File: src/rtl/dmem_arbiter_if.sv
// Bundle between the two data-memory requesters, the arbiter and the single-port memory.
// The arbiter uses the slave view. The requesters and the memory use the master view.
interface dmem_arbiter_if #(
  parameter int unsigned AW = 32,
  parameter int unsigned DW = 32
);
  logic          req0;
  logic          req1;
  logic          we0;
  logic          we1;
  logic          lock0;
  logic          lock1;
  logic [AW-1:0] addr0;
  logic [AW-1:0] addr1;
  logic [DW-1:0] wdata0;
  logic [DW-1:0] wdata1;
  logic          gnt0;
  logic          gnt1;
  logic          rvalid0;
  logic          rvalid1;
  logic [DW-1:0] rdata0;
  logic [DW-1:0] rdata1;
  logic          mem_en;
  logic          mem_we;
  logic [AW-1:0] mem_addr;
  logic [DW-1:0] mem_wdata;
  logic [DW-1:0] mem_rdata;

  modport slave (
    input  req0, req1, we0, we1, lock0, lock1, addr0, addr1, wdata0, wdata1, mem_rdata,
    output gnt0, gnt1, rvalid0, rvalid1, rdata0, rdata1, mem_en, mem_we, mem_addr, mem_wdata
  );

  modport master (
    output req0, req1, we0, we1, lock0, lock1, addr0, addr1, wdata0, wdata1, mem_rdata,
    input  gnt0, gnt1, rvalid0, rvalid1, rdata0, rdata1, mem_en, mem_we, mem_addr, mem_wdata
  );
endinterface

File: src/rtl/dmem_arbiter.sv
// Round-robin arbiter that shares one synchronous data memory between the CPU (port 0) and the loader (port 1).
// A port can lock the bus, but only for a bounded number of cycles. Read data returns one cycle after the grant.
module dmem_arbiter #(
  parameter int unsigned AW       = 32,
  parameter int unsigned DW       = 32,
  parameter int unsigned MAX_HOLD = 8
) (
  input  logic           clk,
  input  logic           reset,
  dmem_arbiter_if.slave  bus
);

  localparam int unsigned HCW = $clog2(MAX_HOLD + 1);

  typedef enum logic [1:0] {S_IDLE, S_OWN0, S_OWN1} state_t;

  state_t         r_state;
  state_t         w_state_nxt;
  logic           r_last_gnt;
  logic           w_last_nxt;
  logic [HCW-1:0] r_hold_cnt;
  logic [HCW-1:0] w_hold_nxt;
  logic [HCW-1:0] w_hold_inc;
  logic           r_rvalid0;
  logic           r_rvalid1;
  logic           w_gnt0;
  logic           w_gnt1;
  logic           w_mem_en;
  logic           w_mem_we;
  logic [AW-1:0]  w_mem_addr;
  logic [DW-1:0]  w_mem_wdata;

  // State register. It also holds the round-robin history, the lock hold count and the read-return flags.
  always_ff @(posedge clk or posedge reset) begin
    if (reset) begin
      r_state    <= S_IDLE;
      r_last_gnt <= 1'b1;
      r_hold_cnt <= '0;
      r_rvalid0  <= 1'b0;
      r_rvalid1  <= 1'b0;
    end else begin
      r_state    <= w_state_nxt;
      r_last_gnt <= w_last_nxt;
      r_hold_cnt <= w_hold_nxt;
      r_rvalid0  <= w_gnt0 & ~bus.we0;
      r_rvalid1  <= w_gnt1 & ~bus.we1;
    end
  end

  assign w_hold_inc = (r_hold_cnt == HCW'(MAX_HOLD)) ? r_hold_cnt : r_hold_cnt + HCW'(1);

  // Next state. A lock ends when the owner drops lock, when the hold bound is reached,
  // or when the owner goes idle while the other port is waiting.
  always_comb begin
    w_state_nxt = r_state;
    w_hold_nxt  = r_hold_cnt;
    w_last_nxt  = r_last_gnt;
    if (w_gnt0) begin
      w_last_nxt = 1'b0;
    end else if (w_gnt1) begin
      w_last_nxt = 1'b1;
    end
    case (r_state)
      S_IDLE: begin
        w_hold_nxt = '0;
        if (w_gnt0 && bus.lock0 && (MAX_HOLD > 1)) begin
          w_state_nxt = S_OWN0;
          w_hold_nxt  = HCW'(1);
        end else if (w_gnt1 && bus.lock1 && (MAX_HOLD > 1)) begin
          w_state_nxt = S_OWN1;
          w_hold_nxt  = HCW'(1);
        end
      end
      S_OWN0: begin
        w_hold_nxt = w_hold_inc;
        if (!bus.lock0 || (w_hold_inc == HCW'(MAX_HOLD)) || (!bus.req0 && bus.req1)) begin
          w_state_nxt = S_IDLE;
          w_hold_nxt  = '0;
        end
      end
      S_OWN1: begin
        w_hold_nxt = w_hold_inc;
        if (!bus.lock1 || (w_hold_inc == HCW'(MAX_HOLD)) || (!bus.req1 && bus.req0)) begin
          w_state_nxt = S_IDLE;
          w_hold_nxt  = '0;
        end
      end
      default: begin
        w_state_nxt = S_IDLE;
        w_hold_nxt  = '0;
      end
    endcase
  end

  // Grant and memory-side outputs. Both are combinational, so the memory sees the grant in the same cycle.
  always_comb begin
    w_gnt0      = 1'b0;
    w_gnt1      = 1'b0;
    w_mem_en    = 1'b0;
    w_mem_we    = 1'b0;
    w_mem_addr  = AW'(0);
    w_mem_wdata = DW'(0);
    case (r_state)
      S_IDLE: begin
        if (bus.req0 && bus.req1) begin
          w_gnt0 = r_last_gnt;
          w_gnt1 = ~r_last_gnt;
        end else begin
          w_gnt0 = bus.req0;
          w_gnt1 = bus.req1;
        end
      end
      S_OWN0:  w_gnt0 = bus.req0;
      S_OWN1:  w_gnt1 = bus.req1;
      default: ;
    endcase
    if (reset) begin
      w_gnt0 = 1'b0;
      w_gnt1 = 1'b0;
    end
    if (w_gnt0) begin
      w_mem_en    = 1'b1;
      w_mem_we    = bus.we0;
      w_mem_addr  = bus.addr0;
      w_mem_wdata = bus.wdata0;
    end else if (w_gnt1) begin
      w_mem_en    = 1'b1;
      w_mem_we    = bus.we1;
      w_mem_addr  = bus.addr1;
      w_mem_wdata = bus.wdata1;
    end
  end

  assign bus.gnt0      = w_gnt0;
  assign bus.gnt1      = w_gnt1;
  assign bus.mem_en    = w_mem_en;
  assign bus.mem_we    = w_mem_we;
  assign bus.mem_addr  = w_mem_addr;
  assign bus.mem_wdata = w_mem_wdata;
  assign bus.rvalid0   = r_rvalid0;
  assign bus.rvalid1   = r_rvalid1;
  // The memory drives read data during the return cycle, so it passes straight through to the requester.
  assign bus.rdata0    = r_rvalid0 ? bus.mem_rdata : DW'(0);
  assign bus.rdata1    = r_rvalid1 ? bus.mem_rdata : DW'(0);

endmodule

File: src/flat_wrapper.sv
// flat-port wrapper written by rule: the top's interface ports become plain ports
module dmem_arbiter_flat 
#(
  parameter int unsigned AW       = 32,
  parameter int unsigned DW       = 32,
  parameter int unsigned MAX_HOLD = 8
)
  (clk, reset, bus_req0, bus_req1, bus_we0, bus_we1, bus_lock0, bus_lock1, bus_addr0, bus_addr1, bus_wdata0, bus_wdata1, bus_mem_rdata, bus_gnt0, bus_gnt1, bus_rvalid0, bus_rvalid1, bus_rdata0, bus_rdata1, bus_mem_en, bus_mem_we, bus_mem_addr, bus_mem_wdata);
  dmem_arbiter_if #(.AW(AW), .DW(DW)) bus_i ();
  input  logic clk;
  input  logic reset;
  input wire logic [$bits(bus_i.req0)-1:0] bus_req0;
  input wire logic [$bits(bus_i.req1)-1:0] bus_req1;
  input wire logic [$bits(bus_i.we0)-1:0] bus_we0;
  input wire logic [$bits(bus_i.we1)-1:0] bus_we1;
  input wire logic [$bits(bus_i.lock0)-1:0] bus_lock0;
  input wire logic [$bits(bus_i.lock1)-1:0] bus_lock1;
  input wire logic [$bits(bus_i.addr0)-1:0] bus_addr0;
  input wire logic [$bits(bus_i.addr1)-1:0] bus_addr1;
  input wire logic [$bits(bus_i.wdata0)-1:0] bus_wdata0;
  input wire logic [$bits(bus_i.wdata1)-1:0] bus_wdata1;
  input wire logic [$bits(bus_i.mem_rdata)-1:0] bus_mem_rdata;
  output wire logic [$bits(bus_i.gnt0)-1:0] bus_gnt0;
  output wire logic [$bits(bus_i.gnt1)-1:0] bus_gnt1;
  output wire logic [$bits(bus_i.rvalid0)-1:0] bus_rvalid0;
  output wire logic [$bits(bus_i.rvalid1)-1:0] bus_rvalid1;
  output wire logic [$bits(bus_i.rdata0)-1:0] bus_rdata0;
  output wire logic [$bits(bus_i.rdata1)-1:0] bus_rdata1;
  output wire logic [$bits(bus_i.mem_en)-1:0] bus_mem_en;
  output wire logic [$bits(bus_i.mem_we)-1:0] bus_mem_we;
  output wire logic [$bits(bus_i.mem_addr)-1:0] bus_mem_addr;
  output wire logic [$bits(bus_i.mem_wdata)-1:0] bus_mem_wdata;
  assign bus_i.req0 = bus_req0;
  assign bus_i.req1 = bus_req1;
  assign bus_i.we0 = bus_we0;
  assign bus_i.we1 = bus_we1;
  assign bus_i.lock0 = bus_lock0;
  assign bus_i.lock1 = bus_lock1;
  assign bus_i.addr0 = bus_addr0;
  assign bus_i.addr1 = bus_addr1;
  assign bus_i.wdata0 = bus_wdata0;
  assign bus_i.wdata1 = bus_wdata1;
  assign bus_i.mem_rdata = bus_mem_rdata;
  assign bus_gnt0 = bus_i.gnt0;
  assign bus_gnt1 = bus_i.gnt1;
  assign bus_rvalid0 = bus_i.rvalid0;
  assign bus_rvalid1 = bus_i.rvalid1;
  assign bus_rdata0 = bus_i.rdata0;
  assign bus_rdata1 = bus_i.rdata1;
  assign bus_mem_en = bus_i.mem_en;
  assign bus_mem_we = bus_i.mem_we;
  assign bus_mem_addr = bus_i.mem_addr;
  assign bus_mem_wdata = bus_i.mem_wdata;
  dmem_arbiter #(.AW(AW), .DW(DW), .MAX_HOLD(MAX_HOLD)) u_core (.clk(clk), .reset(reset), .bus(bus_i));
endmodule
File: config.mk
export PLATFORM = sky130hd
export DESIGN_NAME = dmem_arbiter_flat
export DESIGN_NICKNAME = d
export VERILOG_FILES = /design/src/rtl/dmem_arbiter_if.sv /design/src/rtl/dmem_arbiter.sv /design/src/flat_wrapper.sv
export SDC_FILE = /design/constraint.sdc
export NUM_CORES = 1
export LEC_CHECK = 0
export BUFFER_PORTS_ARGS = -buffer_cell sky130_fd_sc_hd__buf_4
export CAP_MARGIN = 10
export CORE_AREA = 2 2 116 118
export CTS_CLUSTER_SIZE = 40
export DETAILED_ROUTE_END_ITERATION = 12
export DIE_AREA = 0 0 118 120
export GPL_TIMING_DRIVEN = 0
export PLACE_DENSITY_LB_ADDON = 0.15
export SYNTH_ARGS = -nofsm -noshare
export SYNTH_HDL_FRONTEND = slang
export SYNTH_SLANG_ARGS = --single-unit
File: constraint.sdc
create_clock -name clk -period 4.49 [get_ports clk]
set_clock_uncertainty 0.05 [all_clocks]
set_input_delay 0.6735 -clock clk [delete_from_list [all_inputs] [get_ports clk]]
set_output_delay 0.6735 -clock clk [all_outputs]
set_load 0.01 [all_outputs]
==> flow_summary.toml, run 1 <==
[cells_and_area]
final_cells = 681
fillers = 1413
diodes = 0
seq_area_um2 = 226
num-nets-final = 676
drive_gt1_share_pct = 62.4
area_growth_pct = 164
fin_area_um2 = 4120
multiInputGateArea_um2 = 1230
fin_util_pct = 31.7

[synthesis]
ys_top_cells_by_area = "a22o_1, and2_1, dfrtp_1, clkbuf_1, buf_2"
synth-seq-area-share_pct = 14.5
syn_inst = 200
syn-cell-area_um2 = 1560
yosys.area.top_type_share_pct = 36.6
ys_seq_elements = 9
yosysUniqueCellTypes = 30
ys_warn_count = 0
synthTopCellsByCount = "a22o_1, and2_1, clkbuf_1, dfrtp_1, buf_2"
synth_flop_cell = "dfrtp_1"
synth_edf_count = 0
syn_nets = 370
syn_area_per_cell_um2 = 7.78
synthArstFlopShare_pct = 100
yosys.area.top_type = "a22o_1"

[pwr]
seqPwrFrac_pct = 14.6
pwr-share-comb_pct = 62.9
power.share.switching_pct = 32.8
internal_power_uw = 460
clkPwrFrac_pct = 22.5
power_density_nw_per_um2 = 167
p_leak_nw = 2.24
ir_worst_vdd_uv = 90.1
total_power_uw = 685
p_sw_uw = 225

[floorplanning]
dieArea_um2 = 14200
die_h_um = 120
core_area_um2 = 13000
start_util_pct = 12.0
io_pins = 302
die_w_um = 118
placementRows = 42

[placement]
post-place-ws_ns = 1.35
dp_cells = 677
portBuffers = 301
dp_hpwl_um = 9170
place_congestion = 0.834
postPlaceCellArea_um2 = 4040

[sta]
hold_viol = 0
setup_viol = 0
slew_violations = 0
fin_crit_sh_pct = 68.4
fmax_ghz = 0.326
timing.hold.ws_ns = 0.409
relSlewSlack_pct = 50.6
post-route-min-period_ns = 3.07
worstMarginPinSlew_ns = 0.742
fin_setup_tns_ns = 0
setup_ws_ns = 1.42
rsz0062_at_grt = "no"

[worst_hold_path]
min_path_type = "in2async"

[run_status]
outcome = "finished, final reports clean"

[grt]
grt_pass1_wl_um = 15200
grtUsageTotal_pct = 13.4
grt_start_max_net_pins = 11
antenna_found_initial = 0
grt_pass1_vias = 2786
grt.overflow.total = 0

[flow_run]
maxCapViolations = 0

[route]
drtAntennaViolNets = 0
dr.pass1.iters = 4
vias = 2807
viasPerCell = 4.12
drc = 0
wire_per_inst_um = 15.4
drt-total-wl_um = 10500
drt-initial-drc-count = 54

[clock_network]
clock_latency_ns = 0.23
post-cts-setup-buffers = 0
cts_resized = 0
cts_buffers = 3
clock-sinks = 9
htreeDepth = 1
root_buffer = "clkbuf_16"
clock_path_buffers = 2
cts_hold_buf = 0
cts_tree = "done"
clk_pin_slew_worst_paths_ns = 0.04

[critical_path]
cp_max_fo = 10
critical_path_required_ns = 3.77
startpoint_type = "input pin"
endpoint_kind = "output pin"
worstSetupPathType = "in2out"
arrival_ns = 2.35
-- power by group through the flow --
stage | Clock (mW) | Sequential, mW | Combinational [mW]
after floorplan | 0 | 0.0979 | 0.167
after global placement | 0 | 0.100 | 0.437
after detailed placement | 0 | 0.101 | 0.436
after CTS | 0.156 | 0.0997 | 0.438
after global routing | 0.164 | 0.101 | 0.465
final | 0.154 | 0.0997 | 0.431
-- kinds of logic after synthesis --
logic type	synth area share (%)
buf+inv	6.59
xor+xnor	0.563
mux	0.643
compound gates	40.8
flops	14.6
simple gates	35.2
fa+ha+maj	1.61
-- cell usage in the layout, fill, tap and decap left out --
master,synthesis,layout
or3_1,1,1
mux2i_1,1,1
a311oi_2,1,1
clkbuf_16,0,3
and2_1,65,65
dfstp_2,1,1
buf_2,7,7
ha_1,2,2
nor2_1,2,2
dfrtp_1,8,8
clkbuf_1,12,13
nor3_2,1,1
nor4_1,1,1
nor2b_1,3,3
nor3_1,2,2
o22ai_1,1,1
a22o_1,65,65
inv_1,4,4
nand4b_1,1,1
a22oi_1,1,1
o32ai_1,1,1
o21ai_0,2,2
nand3_1,3,3
xor2_1,1,1
buf_4,1,302
a311oi_1,1,1
nor3b_1,1,1
nand2_1,3,3
nand2b_1,4,4
nand3b_1,2,2
a21oi_1,2,2
-- path summary, 6_finish.rpt --
check	startpoint	to	slack, ns	depth (start not counted)
max	bus_req1	bus_mem_wdata[23]	1.42	7
min	reset	u_core.r_state[1]$_DFFE_PP0P_	0.41	2
max reg2reg	u_core.r_state[0]$_DFFE_PP0P_	u_core.r_hold_cnt[0]$_DFF_PP0_	2.48	5
min reg2reg	u_core.r_last_gnt$_DFFE_PP1P_	u_core.r_last_gnt$_DFFE_PP1P_	0.46	2
max in group asynchronous	reset	u_core.r_last_gnt$_DFFE_PP1P_	3.67	2
min in group clk	u_core.r_last_gnt$_DFFE_PP1P_	u_core.r_last_gnt$_DFFE_PP1P_	0.46	2
-- per-layer routing --
metal	wire (um)	vias up	track usage [%]
li1	-	1353	-
met1	3530	1254	13.4
met2	5770	194	27.6
met4	78	0	1.88
met3	1120	6	3.80
met5	0	-	0
-- sequential cells by signal, summed over array words and instances (netlist names) --
name and flops:
u_core.bus.rvalid1 1, u_core.r_hold_cnt 4, u_core.r_last_gnt 1, u_core.bus.rvalid0 1, u_core.r_state 2
-- worst max-delay path, cell delays in order --
cell and delay [ns]:
buf_4 0.12, nor3b_1 0.15, nor3_2 0.47, buf_2 0.37, buf_2 0.27, a22o_1 0.18
buf_4 0.12
-- area by class of cell --
cell class,count,share of cell area (%)
timing repair buffer,301,54.9
multi-input combinational,167,29.8
tap,176,5.35
clock buffer,4,1.92
buffer,20,2.13
inverter,4,0.365
sequential,9,5.50
(Power assumes the default switching activity.)
==> run 2, diff against run 1 <==
--- a/config.mk
+++ b/config.mk
@@ -7,10 +7,10 @@
 export LEC_CHECK = 0
 export BUFFER_PORTS_ARGS = -buffer_cell sky130_fd_sc_hd__buf_4
 export CAP_MARGIN = 10
-export CORE_AREA = 2 2 116 118
+export CORE_AREA = 2 2 117 119
 export CTS_CLUSTER_SIZE = 40
 export DETAILED_ROUTE_END_ITERATION = 12
-export DIE_AREA = 0 0 118 120
+export DIE_AREA = 0 0 119 121
 export GPL_TIMING_DRIVEN = 0
 export PLACE_DENSITY_LB_ADDON = 0.15
 export SYNTH_ARGS = -nofsm -noshare
==> constraint.sdc (replaced) <==
create_clock -name clk -period 2.54 [get_ports clk]
set_clock_uncertainty 0.05 [all_clocks]
set_input_delay 0.381 -clock clk [delete_from_list [all_inputs] [get_ports clk]]
set_output_delay 0.381 -clock clk [all_outputs]
set_load 0.01 [all_outputs]
==> run 2 against run 1 <==
  * Via count decreased by 0.32%
  * Worst hold slack worse by 0.28 ns
  * Final area increased by 1.2%
  * Sequential share of layout area is 0.068 points lower
  * Die area is 1.7% higher
  * Worst setup slack got worse by 1.3 ns
  * Clock-buffer cell count unchanged
  * Register-to-register slack got worse by 2.0 ns
  * Utilization increased by 0.14 points
  * Critical path type is now reg2out
==> flow_summary.toml, run 2 (synthesized netlist as in run 1, its figures left out) <==
[clock_network]
clock_latency_ns = 0.23
clock-sinks = 9
clk_pin_slew_worst_paths_ns = 0.04
htreeDepth = 1
cts_buffers = 3
root_buffer = "clkbuf_16"
cts_tree = "done"
clock_path_buffers = 2

[sta]
post-route-min-period_ns = 2.38
fin_crit_sh_pct = 93.6
worstMarginPinSlew_ns = 0.625
fmax_ghz = 0.420
timing.hold.ws_ns = 0.127
setup_viol = 0
rsz0062_at_grt = "yes"
hold_viol = 0
relSlewSlack_pct = 58.0
slew_violations = 0
fin_setup_tns_ns = 0

[critical_path]
worstSetupPathType = "reg2out"
startpoint_type = "register"
arrival_ns = 1.95
critical_path_required_ns = 2.11
cp_max_fo = 10
endpoint_kind = "output pin"

[route]
drtAntennaViolNets = 0
drt-initial-drc-count = 26
vias = 2798
dr.pass1.iters = 4
drt-total-wl_um = 10300
viasPerCell = 4.10
wire_per_inst_um = 15.1
drc = 0

[grt]
grt_pass1_wl_um = 15100
grt_pass1_vias = 2863
antenna_found_initial = 0
grt.overflow.total = 0
grtUsageTotal_pct = 13.1
grt_start_max_net_pins = 11

[floorplanning]
core_area_um2 = 13100
placementRows = 42
io_pins = 302
die_w_um = 119
start_util_pct = 11.9
die_h_um = 121
dieArea_um2 = 14400

[pwr]
total_power_mw = 1.23
p_leak_nw = 2.27
power_density_nw_per_um2 = 295
ir_worst_vdd_uv = 163

[cells_and_area]
diodes = 0
largest_register = "u_core.r_hold_cnt"
drive_gt1_share_pct = 63.5
fillers = 1397
fin_util_pct = 31.8
top_regs = "u_core.r_hold_cnt: 4 flops, u_core.r_state: 2 flops"
area_growth_pct = 168
final_common_cell = "buf_4"
largest_register_ff_count = 4
seq_area_um2 = 226
final_cell_mix = "buf_4, and2_1, a22o_1"
multiInputGateArea_um2 = 1240
num-nets-final = 678

[flow_run]
maxCapViolations = 0

[placement]
portBuffers = 301
dp_hpwl_um = 9130
place_congestion = 0.844

[worst_hold_path]
min_path_type = "in2async"

[run_status]
outcome = "finished, final reports clean"
## run 2: cell types whose count changed in the layout (fill, tap and decap cells not counted)
cell	previous run	this run
buf_12	0	1
buf_2	7	6
clkbuf_1	13	8
buf_6	0	1
clkbuf_2	0	5
buf_4	302	303
a311oi_2	1	0
a311oi_4	0	1
## run 2: repair_timing
| item | CTS | global route |
|---|---|---|
| hold buffers | 0 | 0 |
| buffers inserted | 1 | 1 |
| gates resized for setup | 2 | 11 |
| pin swaps | 1 | 0 |
| endpoints found under the setup margin | 54 | 53 |
## run 2: critical path, cell delays in order (launching register included)
cell and delay (ns):
dfstp_2 0.56, nor3b_1 0.08, nor3_2 0.30, buf_6 0.22
buf_2 0.24, a22o_1 0.19, buf_4 0.12
## run 2: area by class of cell
| cell class | count | share of cell area [%] |
|---|---|---|
| sequential | 9 | 5.44 |
| tap | 176 | 5.29 |
| inverter | 4 | 0.360 |
| timing repair buffer | 303 | 54.9 |
| clock buffer | 4 | 1.89 |
| multi-input combinational | 167 | 29.7 |
| buffer | 20 | 2.40 |
## run 2: path summary, 6_finish.rpt
check	end	slack, ns	startpoint	cells past startpoint
setup reg to reg	u_core.r_state[1]$_DFFE_PP0P_	0.49	u_core.r_hold_cnt[0]$_DFF_PP0_	6
setup / recovery	bus_mem_wdata[23]	0.16	u_core.r_last_gnt$_DFFE_PP1P_	6
hold / removal	u_core.r_state[0]$_DFFE_PP0P_	0.13	reset	2
max in group asynchronous	u_core.r_last_gnt$_DFFE_PP1P_	2.00	reset	2
min in group clk	u_core.bus.rvalid1$_DFF_PP0_	0.26	bus_we1	2
hold reg to reg	u_core.r_last_gnt$_DFFE_PP1P_	0.48	u_core.r_last_gnt$_DFFE_PP1P_	2
## run 2: metal layers
metal / routed length, um / up-vias / global-route usage [%]
li1: - / 1359 / -
met1: 3450 / 1247 / 13.3
met2: 5810 / 184 / 26.9
met3: 970 / 8 / 3.48
met4: 116 / 0 / 1.93
met5: 0 / - / 0
## run 2: per-stage QoR
stage                     std cells  setup WS, ns  area, um2
after floorplan                 200         0.644       1560
after detailed placement        677       0.00567       4040
after global routing            683       -0.0167       4170
after global placement          677       0.00827       4040
after CTS                       682        0.0261       4140
final                           683         0.162       4170
## run 2: where the power goes
| group | switching (mW) | total, mW | internal [mW] |
|---|---|---|---|
| registers | 0.0189 | 0.178 | 0.159 |
| logic | 0.321 | 0.778 | 0.457 |
| clock network | 0.0646 | 0.274 | 0.209 |
